==> src/rtl/stim_resp_sequencer.sv <==
// rtl/stim_resp_sequencer.sv - LFSR stimulus generator with MISR response compaction
//
// Drives pseudo-random stimulus vectors (data_in/control) to a block under test,
// holding each for PERIOD cycles, and folds the sampled response (data_out) into
// a 16-bit signature at the end of each vector.
//
// Ports:
//   clk        in   1   rising-edge clock
//   rst_n      in   1   asynchronous active-low reset
//   start      in   1   run request (accepted in IDLE or DONE)
//   data_out   in   4   response from the block under test
//   data_in    out  4   registered stimulus data
//   control    out  3   registered stimulus control
//   busy       out  1   run in progress
//   done       out  1   run complete, held until next start or reset
//   signature  out 16   response signature, final once done=1
//   vec_count  out  7   vectors captured in the current or last run
module stim_resp_sequencer #(
    parameter int          PERIOD  = 4,
    parameter int          NUM_VEC = 100,
    parameter logic [15:0] SEED    = 16'hACE1
) (
    input  logic        clk,
    input  logic        rst_n,
    input  logic        start,
    input  logic [3:0]  data_out,
    output logic [3:0]  data_in,
    output logic [2:0]  control,
    output logic        busy,
    output logic        done,
    output logic [15:0] signature,
    output logic [6:0]  vec_count
);

    typedef enum logic [1:0] {
        IDLE = 2'd0,
        RUN  = 2'd1,
        DONE = 2'd2
    } state_t;

    localparam logic [7:0] PH_LAST  = 8'(PERIOD - 1);
    localparam logic [6:0] VEC_LAST = 7'(NUM_VEC);

    function automatic logic [15:0] lfsr_step(input logic [15:0] v);
        return {v[14:0], v[15] ^ v[13] ^ v[12] ^ v[10]};
    endfunction

    state_t      state_q, state_d;
    logic [7:0]  phase_q, phase_d;
    logic [15:0] lfsr_q, lfsr_d;
    logic [15:0] sig_q, sig_d;
    logic [6:0]  cnt_q, cnt_d;
    logic [3:0]  data_in_q, data_in_d;
    logic [2:0]  control_q, control_d;
    logic        busy_q, busy_d;
    logic        done_q, done_d;

    logic [6:0]  cnt_inc;
    assign cnt_inc = cnt_q + 7'd1;

    always_comb begin
        state_d   = state_q;
        phase_d   = phase_q;
        lfsr_d    = lfsr_q;
        sig_d     = sig_q;
        cnt_d     = cnt_q;
        data_in_d = data_in_q;
        control_d = control_q;
        busy_d    = busy_q;
        done_d    = done_q;

        case (state_q)
            IDLE, DONE: begin
                if (start) begin
                    // First vector comes straight from the seed; the LFSR is
                    // pre-stepped so it already holds the second vector.
                    state_d   = RUN;
                    data_in_d = SEED[3:0];
                    control_d = SEED[6:4];
                    lfsr_d    = lfsr_step(SEED);
                    phase_d   = 8'd0;
                    cnt_d     = 7'd0;
                    sig_d     = 16'd0;
                    busy_d    = 1'b1;
                    done_d    = 1'b0;
                end
            end
            RUN: begin
                if (phase_q == PH_LAST) begin
                    sig_d = lfsr_step(sig_q) ^ {12'b0, data_out};
                    cnt_d = cnt_inc;
                    if (cnt_inc == VEC_LAST) begin
                        state_d   = DONE;
                        busy_d    = 1'b0;
                        done_d    = 1'b1;
                        data_in_d = 4'd0;
                        control_d = 3'd0;
                    end else begin
                        data_in_d = lfsr_q[3:0];
                        control_d = lfsr_q[6:4];
                        lfsr_d    = lfsr_step(lfsr_q);
                        phase_d   = 8'd0;
                    end
                end else begin
                    phase_d = phase_q + 8'd1;
                end
            end
            default: state_d = IDLE;
        endcase
    end

    always_ff @(posedge clk or negedge rst_n) begin
        if (!rst_n) begin
            state_q   <= IDLE;
            phase_q   <= 8'd0;
            lfsr_q    <= SEED;
            sig_q     <= 16'd0;
            cnt_q     <= 7'd0;
            data_in_q <= 4'd0;
            control_q <= 3'd0;
            busy_q    <= 1'b0;
            done_q    <= 1'b0;
        end else begin
            state_q   <= state_d;
            phase_q   <= phase_d;
            lfsr_q    <= lfsr_d;
            sig_q     <= sig_d;
            cnt_q     <= cnt_d;
            data_in_q <= data_in_d;
            control_q <= control_d;
            busy_q    <= busy_d;
            done_q    <= done_d;
        end
    end

    assign data_in   = data_in_q;
    assign control   = control_q;
    assign busy      = busy_q;
    assign done      = done_q;
    assign signature = sig_q;
    assign vec_count = cnt_q;

endmodule
==> config.mk <==
export PLATFORM = sky130hd
export DESIGN_NAME = stim_resp_sequencer
export DESIGN_NICKNAME = d
export VERILOG_FILES = /design/src/rtl/stim_resp_sequencer.sv
export SDC_FILE = /design/constraint.sdc
export NUM_CORES = 1
export LEC_CHECK = 0
export BUFFER_PORTS_ARGS = -buffer_cell sky130_fd_sc_hd__buf_2
export CAP_MARGIN = 10
export CORE_AREA = 2 2 110 112
export CTS_CLUSTER_SIZE = 16
export DETAILED_ROUTE_END_ITERATION = 6
export DIE_AREA = 0 0 112 114
export GPL_TIMING_DRIVEN = 1
export SLEW_MARGIN = 0
export SYNTH_ARGS = -nofsm -noshare
export SYNTH_HDL_FRONTEND = slang
export SYNTH_SLANG_ARGS = --single-unit
==> constraint.sdc <==
create_clock -name clk -period 2.31 [get_ports clk]
set_input_delay 0.231 -clock clk [delete_from_list [all_inputs] [get_ports clk]]
set_output_delay 0.231 -clock clk [all_outputs]
set_load 0.02 [all_outputs]
==> run_results.csv <==
group,metric,value,unit
critical_path,crit_type,"register to register",
grt,use_met3,3.507,%
critical_path,cp_data_required_time,2530,ps
power_and_ir_drop,irDropWorstVdd,628.2,µV
timing,fin_crit,1907,ps
floorplanning,num_rows,40,
synth,synth_edf_count,0,
clock_network,root_buffer,"clkbuf_16",
finish,final_common_cell,"dfrtp_1",
synth,syn_area,2633,µm²
run_status,status,"complete, no violations",
grt,grtUsageTotal,9.922,%
min_path,holdCritStartpoint,"start",
synth,synthFlopType,"dfrtp_1",
min_path,hold_class,"input pin to register",
detailed_routing,wl_per_cell,13.66,µm
grt,grt_pass1_wl,9894,µm
floorplanning,core-area,11710,µm²
critical_path,ff2ff_setup_slack,400,ps
detailed_routing,num_vias,1952,
synth,yosys.area_share.simple,14.45,%
run,maxCapViolations,0,
critical_path,critPathMaxStageDelay,480,ps
timing,clock.fmax,0.5244,GHz
synth,synth_seq_area_share,55.51,%
synth,muxShareOfSynthArea,3.089,%
power_and_ir_drop,powerDensity,1331,nW/µm²
power_and_ir_drop,pwr-share-clk,34.8,%
timing,timing.final.crit_share,82.55,%
detailed_routing,drc,0,
floorplanning,chipWidth,112,µm
timing,rsz0062_at_grt,"false",
timing,worstMarginPinSlew,704.8,ps
timing,setup_viol,0,
finish,regArea,1461,µm²
synth,async_reset_ff_share,100.0,%
critical_path,reg2reg_to,"lfsr_q[14]$_DFFE_PN0P_",
finish,fin_cells,429,
grt,grt_start_max_net_pins,31,
timing,finalClockSkew,6.149,ps
synth,synth-xor-area-share,3.992,%
finish,syn_to_final_growth,29.09,%
synth,synth_cell_types,44,
power_and_ir_drop,p_seq_share,36.6,%
floorplanning,io_pins,39,
critical_path,worstPathCellList,"nor4b_1 > and3_1 > a21oi_4 > o21ba_2",
synth,yosys.area.top_type_share,47.53,%
detailed_routing,via_per_inst,4.550,
synth,synthAdderAreaFrac,0.9506,%
detailed_routing,drtIter0Drc,266,
detailed_routing,first_pass_iters,5,
min_path,holdPathStages,2,
placement,hpwlAfterDp,4002,µm
floorplanning,initial_utilization,22.48,%
power_and_ir_drop,power_leakage,1.587,nW
synth,syn_area_per_cell,11.50,µm²
floorplanning,die-area,12770,µm²
detailed_routing,wl,5862,µm
grt,use_met2,15.64,%
critical_path,crit_arrival,2120,ps
grt,antenna_found_initial,0,
clock_network,cts_tree,"done",
floorplanning,die_y,114,µm
synth,ys_ff_latch,58,
finish,drive_above_1_share,30.85,%
grt,grt_use_met1,12.15,%
clock_network,path_clk_slew,50,ps
power_and_ir_drop,comb_power_share,28.7,%
clock_network,cts_sinks,58,
placement,post-place-cells,412,
power_and_ir_drop,sw_frac_of_total,32.25,%
synth,syn-instance-count,229,
synth,synth-compound-area-share,17.92,%
synth,yosysWarnings,0,
clock_network,postCtsSetupBuffers,0,
critical_path,worstRegToRegCells,4,
clock_network,cts_buffers,9,
finish,diodes,0,
finish,nFillCells,1211,
timing,relSlewSlack,53.02,%
timing,slew_viol_final,0,
power_and_ir_drop,switchingPower,1.459,mW
critical_path,cp_slowest_cell,"and3_1",
synth,yosysTopAreaCell,"dfrtp_1",
critical_path,rr_startpoint,"vec_count[3]$_DFFE_PN0P_",
grt,grt_pass1_vias,1986,
synth,synth.area.top_cells,"dfrtp_1 (48%), dfstp_2 (8.0%), a22o_1 (5.3%)",
grt,grt.busiest_layer,"met2",
min_path,hold_end,"state_q[1]$_DFFE_PN0P_",
clock_network,htree_num_levels,3,
clock_network,cts.path.max_buffers,2,
critical_path,crit_fanout,16,
clock_network,clk_latency,330,ps
finish,multi_input_comb_area,1064,µm²
timing,hold_violations,0,
synth,synth_top_family_by_area,"compound AO/OA/AOI/OAI gates",
placement,finalWeightedCongestion,0.7839,
critical_path,worst_setup_path_start_kind,"register",
finish,final_cell_mix,"dfrtp_1 (50), buf_2 (38), nand2_1 (16), a22o_1 (16), o21ai_0 (13)",
detailed_routing,ant_nets,0,
finish,nNetsFinal,286,
critical_path,startpoint,"vec_count[3]$_DFFE_PN0P_",
timing,setup_tns,0,ps
grt,overflow,0,
synth,syn_nets,238,
power_and_ir_drop,power.internal,3.065,mW
placement,port_buffers,38,
critical_path,end_kind,"register",
==> cell usage after synthesis (3+ instances only) <==
| library cell | instances |
|---|---|
| nand3_1 | 9 |
| dfstp_2 | 8 |
| a211o_1 | 3 |
| nor2_1 | 5 |
| xnor2_1 | 9 |
| nand2_1 | 16 |
| mux2i_1 | 7 |
| o21ba_2 | 7 |
| inv_1 | 11 |
| a21oi_1 | 3 |
| nor4_1 | 7 |
| nand4_1 | 5 |
| nand2b_1 | 3 |
| a22o_1 | 16 |
| xor2_1 | 3 |
| dfrtp_1 | 50 |
| nor3_1 | 5 |
| buf_2 | 5 |
| and3_1 | 7 |
| nor2b_1 | 3 |
| o21ai_0 | 13 |
| clkbuf_1 | 6 |
==> cells by family (layout without fill, tap and decap cells) <==
logic type      Yosys count  count (layout)
buf+inv                  24              77
xor+xnor                 12              12
fa+ha+maj                 2               2
simple gates             67              67
compound gates           58              58
mux                       8               8
flops                    58              58
==> repair_timing <==
action / 4_1_cts / 5_1_grt
gates resized for setup: 0 / 0
setup endpoints to repair: 0 / 0
endpoints found under the hold margin: 21 / 0
hold buffers: 1 / 0
==> state kept, by name, summed over array words and instances, names as in the netlist <==
signal / cells
vec_count: 7
state_q: 2
phase_q: 8
data_in: 4
signature: 16
control: 3
busy: 1
lfsr_q: 16
done: 1
==> routing by layer <==
layer	part of all wire (%)	vias up
li1	-	939
met2	46	41
met5	0	-
met4	1.7	0
met3	4.6	9
met1	47	963
==> area by class of cell <==
| class | count | area share, % |
|---|---|---|
| Clock buffer | 11 | 7.437 |
| Clock inverter | 5 | 2.946 |
| Inverter | 11 | 1.215 |
| Multi-Input combinational cell | 147 | 31.30 |
| Sequential cell | 58 | 43.00 |
| Tap cell | 147 | 5.412 |
| Timing Repair Buffer | 50 | 8.689 |
==> power groups by stage <==
stage | clock network (mW) | registers (mW) | logic, mW
global route | 1.65 | 1.70 | 1.45
floorplan | 0 | 1.77 | 0.787
global placement | 0 | 1.66 | 1.29
finish | 1.57 | 1.65 | 1.30
detailed placement | 0 | 1.67 | 1.31
CTS | 1.61 | 1.65 | 1.32
==> critical path, delay by kind of cell, from the launching register on <==
family | cells | cell delay, ps
DFF | 1 | 450
AOI/OAI and AO/OA | 2 | 470
and+or+nand+nor | 2 | 860
==> how the worst max path moves through the flow <==
stage / end / depth (start not counted) / slack (ps)
final: lfsr_q[14]$_DFFE_PN0P_ / 4 / 400
after global routing: phase_q[0]$_DFFE_PN0P_ / 7 / 170
after CTS: lfsr_q[15]$_DFFE_PN1P_ / 5 / 370
after detailed placement: lfsr_q[15]$_DFFE_PN1P_ / 5 / 380
after global placement: lfsr_q[14]$_DFFE_PN0P_ / 6 / 440
after floorplan: lfsr_q[12]$_DFFE_PN0P_ / 6 / 530
==> per-stage QoR <==
step | util, % | power [mW] | area [µm²] | hold slack [ps] | setup WS, ps
5_1_grt | 29.02 | 4.799 | 3398 | 136.7 | 172.0
6_report | 29.02 | 4.524 | 3398 | 126.7 | 403.2
4_1_cts | 29.02 | 4.581 | 3398 | 120.3 | 367.2
3_3_place_gp | 25.92 | 2.945 | 3035 | 307.4 | 438.3
3_5_place_dp | 25.92 | 2.979 | 3035 | 321.1 | 378.0
2_1_floorplan | - | 2.561 | 2633 | -64.59 | 526.2
No activity file was read; power rests on OpenSTA's default activity.
